===== src/rtl/video_timing_gen.sv =====
// video_timing_gen
// Parametrised raster timing generator. A free-running pixel/line counter pair
// is decoded into sync, blank, border, window coordinates, renderer requests
// and interrupts. Every output is registered from the counter state of the
// previous cycle, so all outputs share a uniform 1-clock latency.
//
// Ports:
//   clk              pixel clock
//   reset            synchronous, active-high
//   left_col_blank   forces scaled columns WIN_X..WIN_X+7 to border
//   line_irq_en      enables the line-compare interrupt
//   line_irq_line    compare value (window line number)
//   hpos / vpos      window pixel column / window line (modulo 2^POS_W)
//   hsync / vsync    sync outputs at the configured polarity
//   blank            outside the H_ACTIVE x V_ACTIVE area
//   border           inside the active area but outside the window
//   next_line        1-clk pulse at the end of each scaled line
//   frame_start      1-clk pulse on the last clock of the frame
//   render_line      line the renderer must produce next
//   render_start     1-clk pulse telling the renderer to begin render_line
//   vblank_irq_pulse 1-clk pulse when window line WIN_H-1 completes
//   line_irq_pulse   1-clk pulse when the compared window line completes
module video_timing_gen #(
    parameter int H_ACTIVE     = 640,
    parameter int H_FP         = 16,
    parameter int H_SYNC       = 96,
    parameter int H_BP         = 48,
    parameter int V_ACTIVE     = 480,
    parameter int V_FP         = 10,
    parameter int V_SYNC       = 2,
    parameter int V_BP         = 33,
    parameter bit HSYNC_POL    = 1'b0,
    parameter bit VSYNC_POL    = 1'b0,
    parameter int H_SCALE      = 2,
    parameter int V_SCALE      = 2,
    parameter int WIN_X        = 32,
    parameter int WIN_Y        = 24,
    parameter int WIN_W        = 256,
    parameter int WIN_H        = 192,
    parameter int RENDER_AHEAD = 1,
    parameter int POS_W        = 9
) (
    input  logic             clk,
    input  logic             reset,
    input  logic             left_col_blank,
    input  logic             line_irq_en,
    input  logic [POS_W-1:0] line_irq_line,
    output logic [POS_W-1:0] hpos,
    output logic [POS_W-1:0] vpos,
    output logic             hsync,
    output logic             vsync,
    output logic             blank,
    output logic             border,
    output logic             next_line,
    output logic             frame_start,
    output logic [POS_W-1:0] render_line,
    output logic             render_start,
    output logic             vblank_irq_pulse,
    output logic             line_irq_pulse
);

    localparam int H_TOTAL = H_ACTIVE + H_FP + H_SYNC + H_BP;
    localparam int V_TOTAL = V_ACTIVE + V_FP + V_SYNC + V_BP;
    localparam int HCW     = $clog2(H_TOTAL);
    localparam int VCW     = $clog2(V_TOTAL);
    localparam int AW0     = (HCW > VCW) ? HCW : VCW;
    // Arithmetic width: wide enough for either counter, the position outputs
    // and the totals themselves, so no compare bound can wrap.
    localparam int AW      = ((AW0 > POS_W) ? AW0 : POS_W) + 1;
    localparam int H_SHIFT = (H_SCALE == 4) ? 2 : (H_SCALE == 2) ? 1 : 0;
    localparam int V_SHIFT = (V_SCALE == 4) ? 2 : (V_SCALE == 2) ? 1 : 0;

    logic [HCW-1:0] hcnt;
    logic [VCW-1:0] vcnt;
    logic           hlast;
    logic           vlast;

    assign hlast = (hcnt == HCW'(H_TOTAL - 1));
    assign vlast = (vcnt == VCW'(V_TOTAL - 1));

    always_ff @(posedge clk) begin
        if (reset) begin
            hcnt <= '0;
            vcnt <= '0;
        end else if (hlast) begin
            hcnt <= '0;
            vcnt <= vlast ? '0 : vcnt + 1'b1;
        end else begin
            hcnt <= hcnt + 1'b1;
        end
    end

    // ---- stage p0: combinational decode of the current counter state ----
    logic [AW-1:0]    hs_p0;
    logic [AW-1:0]    vs_p0;
    logic [AW-1:0]    win_x_lo_p0;
    logic             vsub_last_p0;
    logic             blank_p0;
    logic             hsync_act_p0;
    logic             vsync_act_p0;
    logic             in_win_h_p0;
    logic             in_win_v_p0;
    logic             border_p0;
    logic [POS_W-1:0] hpos_p0;
    logic [POS_W-1:0] vpos_p0;
    logic [POS_W-1:0] rline_p0;
    logic             next_p0;
    logic             frame_p0;
    logic             rstart_p0;
    logic             vblank_p0;
    logic             lirq_p0;

    always_comb begin
        hs_p0        = AW'(hcnt) >> H_SHIFT;
        vs_p0        = AW'(vcnt) >> V_SHIFT;
        // With V_SCALE = 1 the mask is zero, so every line is a scaled-line end.
        vsub_last_p0 = ((vcnt & VCW'(V_SCALE - 1)) == VCW'(V_SCALE - 1));

        blank_p0     = (AW'(hcnt) >= AW'(H_ACTIVE)) || (AW'(vcnt) >= AW'(V_ACTIVE));
        hsync_act_p0 = (AW'(hcnt) >= AW'(H_ACTIVE + H_FP)) &&
                       (AW'(hcnt) <  AW'(H_ACTIVE + H_FP + H_SYNC));
        vsync_act_p0 = (AW'(vcnt) >= AW'(V_ACTIVE + V_FP)) &&
                       (AW'(vcnt) <  AW'(V_ACTIVE + V_FP + V_SYNC));

        win_x_lo_p0  = AW'(WIN_X) + (left_col_blank ? AW'(8) : AW'(0));
        in_win_h_p0  = (hs_p0 >= win_x_lo_p0) && (hs_p0 < AW'(WIN_X + WIN_W));
        in_win_v_p0  = (vs_p0 >= AW'(WIN_Y)) && (vs_p0 < AW'(WIN_Y + WIN_H));
        border_p0    = !blank_p0 && !(in_win_h_p0 && in_win_v_p0);

        hpos_p0      = in_win_h_p0 ? POS_W'(hs_p0 - AW'(WIN_X)) : '0;
        // Deliberately wraps above the window so the top border reads large.
        vpos_p0      = POS_W'(vs_p0 - AW'(WIN_Y));

        next_p0      = hlast && vsub_last_p0;
        frame_p0     = hlast && vlast;

        // Line the renderer needs RENDER_AHEAD scaled lines from now.
        rline_p0     = POS_W'(vs_p0 + AW'(RENDER_AHEAD) - AW'(WIN_Y));
        rstart_p0    = next_p0 && (AW'(rline_p0) < AW'(WIN_H));
        vblank_p0    = next_p0 && (vpos_p0 == POS_W'(WIN_H - 1));
        lirq_p0      = next_p0 && line_irq_en && (vpos_p0 == line_irq_line);
    end

    // ---- stage p1: registered outputs ----
    always_ff @(posedge clk) begin
        if (reset) begin
            hsync            <= ~HSYNC_POL;
            vsync            <= ~VSYNC_POL;
            blank            <= 1'b1;
            border           <= 1'b0;
            hpos             <= '0;
            vpos             <= '0;
            render_line      <= '0;
            next_line        <= 1'b0;
            frame_start      <= 1'b0;
            render_start     <= 1'b0;
            vblank_irq_pulse <= 1'b0;
            line_irq_pulse   <= 1'b0;
        end else begin
            hsync            <= hsync_act_p0 ? HSYNC_POL : ~HSYNC_POL;
            vsync            <= vsync_act_p0 ? VSYNC_POL : ~VSYNC_POL;
            blank            <= blank_p0;
            border           <= border_p0;
            hpos             <= hpos_p0;
            vpos             <= vpos_p0;
            if (next_p0) begin
                render_line <= rline_p0;
            end
            next_line        <= next_p0;
            frame_start      <= frame_p0;
            render_start     <= rstart_p0;
            vblank_irq_pulse <= vblank_p0;
            line_irq_pulse   <= lirq_p0;
        end
    end

endmodule


===== config.mk =====
export PLATFORM = sky130hd
export DESIGN_NAME = video_timing_gen
export DESIGN_NICKNAME = d
export VERILOG_FILES = /design/src/rtl/video_timing_gen.sv
export SDC_FILE = /design/constraint.sdc
export NUM_CORES = 1
export LEC_CHECK = 0
export ABC_AREA = 1
export CORE_MARGIN = 2
export CORE_UTILIZATION = 56
export DETAILED_ROUTE_END_ITERATION = 8
export HOLD_SLACK_MARGIN = 0.08
export MAX_ROUTING_LAYER = met4
export PLACE_DENSITY = 0.9
export SLEW_MARGIN = 20
export SYNTH_ARGS = -nofsm -noshare
export SYNTH_HDL_FRONTEND = slang
export SYNTH_SLANG_ARGS = --single-unit
export TNS_END_PERCENT = 100

===== constraint.sdc =====
create_clock -name clk -period 2.5 [get_ports clk]
set_input_delay 0.5 -clock clk [delete_from_list [all_inputs] [get_ports clk]]
set_output_delay 0.5 -clock clk [all_outputs]
set_load 0.005 [all_outputs]

* Yosys cells after proc, flatten, opt, wreduce, memory -nomap -nowiden
Cells that the tools add are included.
** Cells by class
- $lt $le $gt $ge :: 11
- Add/sub/neg operators :: 7
- Equality and inequality tests :: 4
- Multipliers :: 0
- Muxes and demuxes :: 4
- Reduce and logical (&&, ||, !) cells :: 17
- Bitwise logic cells :: 1
- Divide/modulo/power cells :: 0
- Shift-type cells :: 0
** Operators with widths (number)
- $add 10x1->10 const B :: 2
- $eq 10x10->1 const B :: 2
- $ge 10x10->1 const B :: 2
- $ge 10x9->1 const B :: 2
- $lt 9x8->1 const B :: 2
- $sub 9x5->9 const B :: 2
- $logic_and 1x1->1 :: 12
- $lt 10x10->1 const B :: 1
- $lt 10x9->1 const B :: 1
- $mux 10 :: 1
- $add 9x1->9 const B :: 1
- $eq 9x8->1 const B :: 1
- $eq 9x9->1 :: 1
- $ge 9x5->1 const B :: 1
- $ge 9x7->1 :: 1
- $lt 9x9->1 const B :: 1
- $sub 9x6->9 const B :: 1
- $add 6x4->7 const A :: 1
- $mux 4 :: 1
- $reduce_or 2->1 :: 2
- $logic_not 1->1 :: 2
- $mux 1 :: 2
- $logic_or 1x1->1 :: 1
- $not 1->1 :: 1
** Storage, ports and cells
- Memories :: 0
- Register bits after elaboration :: 56
- Input bits :: 13
- Bits in read-only memories :: 0
- Word-level logic and storage cells :: 58
- Latch bits :: 0
- Output and inout port bits :: 36
- Memory bits (writable) :: 0

* Logic depth before layout (Yosys ltp)
- Depth in word-level cells :: 7
- Depth in mapped cells :: 11
- Mapped depth without buffers :: 10

* Worst setup path after synthesis
OpenSTA, ideal clock, no wires.
- Path type :: flip-flop to flip-flop
- Start point :: register vcnt[4]
- End point :: register line_irq_pulse
- Arrival time :: 1.421 ns
- Stages on the path, launching flop included :: 10
- Period minus slack after synthesis :: 1.483 ns
- Required time :: 2.438 ns
- Slack :: 1.017 ns
- Path buffers :: 1
- Setup time :: 0.062 ns
- Cells stage by stage :: dfxtp_1 -> clkbuf_2 -> inv_1 -> ha_1 -> xor2_1 -> nor2_1 -> nand2_1 -> nor2_1 -> nand2_1 -> nor2_2
** On the way
- Word-level cells in the longest chain between the ends :: 3
** Ends and longest elaborated chain
- from (decl) :: RTL line 74 : logic [VCW-1:0] vcnt;
- from (signal assigned) :: RTL line 87 : vcnt <= vlast ? '0 : vcnt + 1'b1;
- $sub 9x5->9 :: RTL line 132 : vpos_p0 = POS_W'(vs_p0 - AW'(WIN_Y));
- net vpos_p0[3] :: RTL line 105 : logic [POS_W-1:0] vpos_p0;
- $eq 9x9->1 :: RTL line 141 : lirq_p0 = next_p0 && line_irq_en && (vpos_p0 == line_irq_line);
- $logic_and 1x1->1 :: RTL line 141
- to (signal assigned) :: RTL line 173 : line_irq_pulse <= lirq_p0;
- to (decl) :: RTL line 59 : output logic line_irq_pulse
The timed path passes the listed nets, and every way through them passes these cells.
A chain may end at the register's enable or synchronous reset.

* Worst setup path in the final report
- Start point :: register hcnt[7]
- End point :: register vcnt[9]
** On the way
- Word-level cells in the longest chain between the ends :: 1
** Ends and longest elaborated chain
- from (decl) :: RTL line 73 : logic [HCW-1:0] hcnt;
- from (signal assigned) :: RTL line 89 : hcnt <= hcnt + 1'b1;
- $eq 10x10->1 :: RTL line 78 : assign hlast = (hcnt == HCW'(H_TOTAL - 1));
Every way passes these cells.

==> run_results.csv <==
group,metric,value,unit
global_route,grt_start_max_net_pins,19,
placed_design,dpl.hpwl,4.94,mm
power_and_ir_drop,power_density,445,mW/mm2
final_layout,fill_cells,415,
yosys,synth_top_cell_by_area,"dfxtp_1",
yosys,synthesis.area,0.00277,mm2
setup_path,r2r-end,"vcnt[9]",
yosys,ys_top_cells_by_count,"89 x nand2_1, 58 x nor2_1, 56 x dfxtp_1",
route,routedWlPerCell,12.9,um
floorplanning,die_h,74.4,um
setup_path,required,2.72,ns
timing,maxSlewViolCount,0,
setup_path,crit_start,"hcnt[7]",
yosys,synth-edff-count,0,
timing,hold_viol,0,
worst_hold_path,min_path_type,"reg2reg",
power_and_ir_drop,leakagePower,1.52,nW
placed_design,dpl_cell_area,0.00327,mm2
floorplanning,die_area,0.00553,mm2
setup_path,cp_max_fo,12,
placed_design,place.gp.congestion,0.970,
final_layout,n_antenna_cell,0,
yosys,synthArstFlopShare,0,%
yosys,synth_cell_types,30,
setup_path,r2r_start,"hcnt[7]",
global_route,antenna_found_initial,0,
global_route,first_global_vias,2484,
clock_tree,clk_latency,0.32,ns
worst_hold_path,min_path_cells,1,
route,drtIter0Drc,178,
timing,tightest_slew,0.489,ns
clock_tree,cts-root-buf,"clkbuf_8",
route,vias,2607,
setup_path,critPathBufInv,2,
timing,setup_viol,0,
yosys,yosysMostFrequentCell,"nand2_1",
setup_path,critical_path_class,"reg2reg",
clock_tree,holdBufCountCts,0,
setup_path,critPathTopFamily,"simple AND/OR/NAND/NOR gates",
setup_path,crit_path_end,"vcnt[9]",
route,drc_errors,0,
yosys,yosysSeqAreaShare,40.5,%
yosys,ys_ff_latch,56,
power_and_ir_drop,peakVddDrop,284,uV
clock_tree,cts_setup_buffers,0,
clock_tree,tritoncts,"done",
setup_path,end_kind,"flop",
yosys,ys_warn_count,0,
setup_path,start_kind,"flop",
status,status,"finished, final reports clean",
setup_path,reg2reg_depth,9,
yosys,postSynthAreaPerCell,7.11,um2
floorplanning,die_w,74.4,um
timing,setup_ws,0.564,ns
yosys,syn_inst,390,
clock_tree,htree_levels,2,
floorplanning,fp-row-count,25,
route,drtPass1Iterations,5,
yosys,synth_top_area_share,40.5,%
placed_design,pre_cts_slack,0.535,ns
clock_tree,clkSinkCount,56,
setup_path,arrival,2.16,ns
final_layout,syn2layout_area_growth,21.3,%
global_route,grt_use_total,26.4,%
setup_path,path_cells,"inv_1 -> ha_1 -> inv_1 -> nor2_2 -> nand3_1 -> nor2_2 -> nand3_1 -> nand2_1 -> nor2_1",
final_layout,design_area,0.00336,mm2
timing,maxSlewHeadroom,67.3,%
floorplanning,coreArea,0.00475,mm2
job,cap_violations,0,
clock_tree,cts_resized,0,
clock_tree,cts_buffer_depth,2,
setup_path,max_stage_delay,0.40,ns
yosys,synth_flop_cell,"dfxtp_1",
timing,fin_setup_tns,0,ns
yosys,ys_top_cells_by_area,"dfxtp_1 40%, nand2_1 12%, nor2_1 7.9%",
setup_path,cp_slowest_cell,"nand3_1",
timing,final.setup_skew,0.00352,ns
timing,max_freq,0.517,GHz
clock_tree,cts.clk_slew.worst_paths,0.10,ns
global_route,grt_pass1_wl,10.9,mm
route,viasPerCell,5.19,
setup_path,rrSetupSlack,0.56,ns
final_layout,nNetsFinal,462,
setup_path,worst-path-stages,9,
clock_tree,cts_made_buffers,5,
yosys,syn-num-nets,418,
floorplanning,pin_count,49,
placed_design,place.port_buffers,48,
final_layout,layout-drive-gt1-share,5.29,%
final_layout,fin_util,70.7,%
power_and_ir_drop,total_power,1.50,mW
timing,period_needed,1.94,ns
timing,rsz0062_at_grt,"false",
route,postRouteAntennaNets,0,
floorplanning,start_util,58.3,%
timing,post-route-period-util,77.4,%
route,routed_wl,6.46,mm
global_route,grt-ovfl-total,0,
## sequential cells by signal, summed over array words and instances (netlist names), 9 cells and up
| name | count |
|---|---|
| vcnt | 10 |
| hcnt | 10 |
| vpos | 9 |
| hpos | 9 |
| render_line | 9 |
## kinds of logic (layout without fill, tap and decap cells)
family          count (synthesis)  count (layout)  synth area share, %
simple gates                  212             212                 33.5
buf+inv                        63             108                 9.71
flops                          56              56                 40.5
compound gates                 34              34                 6.46
fa+ha+maj                      15              15                 6.77
xor+xnor                       10              10                 3.16
## power by group
group	switching [mW]	internal [mW]
Sequential	0.00533	0.901
Combinational	0.0386	0.0426
Clock	0.308	0.200
## cell type report
cell class	instances	area (um2)	area share (%)
clock buffers	5	68.8	2.05
inverters	50	189	5.62
well taps	67	83.8	2.49
multi-input cells	271	1380	41.1
flip-flops and latches	56	1120	33.4
clock inverters	3	21.3	0.633
repair buffers	50	495	14.7
## placed cells by master (no fill, tap or decap)
cell,instances
nor3b_1,1
ha_1,15
nand4_2,1
nor2_2,4
nand3_1,36
xnor2_1,1
nand2_2,2
xor2_1,9
nand3b_1,2
a21oi_1,11
o22ai_1,1
clkinvlp_4,1
inv_6,1
nor2_4,2
clkinv_1,1
buf_4,2
dfxtp_1,56
o21ai_0,20
nand4_1,8
nand3_2,1
inv_2,1
inv_1,47
clkinv_2,2
clkdlybuf4s50_1,48
clkbuf_8,5
o2111ai_1,1
nand2_1,89
nor3_1,8
nor2_1,58
o21ai_2,1
## metrics by stage
step / hold WS, ns / instances
after floorplan: 0.430 / 390
after global placement: 0.443 / 494
after detailed placement: 0.454 / 494
after CTS: 0.477 / 502
after global routing: 0.493 / 502
final: 0.470 / 502
## layer usage
metal	wire length [um]	vias up	global-route usage [%]
met2	2930	94	40.9
met3	375	13	5.01
met1	3010	1175	34.0
met5	0	-	-
met4	144	0	10.7
li1	-	1325	-
## worst min path at each step
stage / startpoint / end / slack (ns)
finish: hcnt[0] / hcnt[0] / 0.47
global route: hcnt[0] / hcnt[0] / 0.49
CTS: hcnt[0] / hcnt[0] / 0.48
detailed placement: hcnt[0] / hcnt[0] / 0.45
global placement: hcnt[0] / hcnt[0] / 0.44
floorplan: hcnt[0] / hcnt[0] / 0.43
Note: power is estimated with default switching activity, not from simulation.
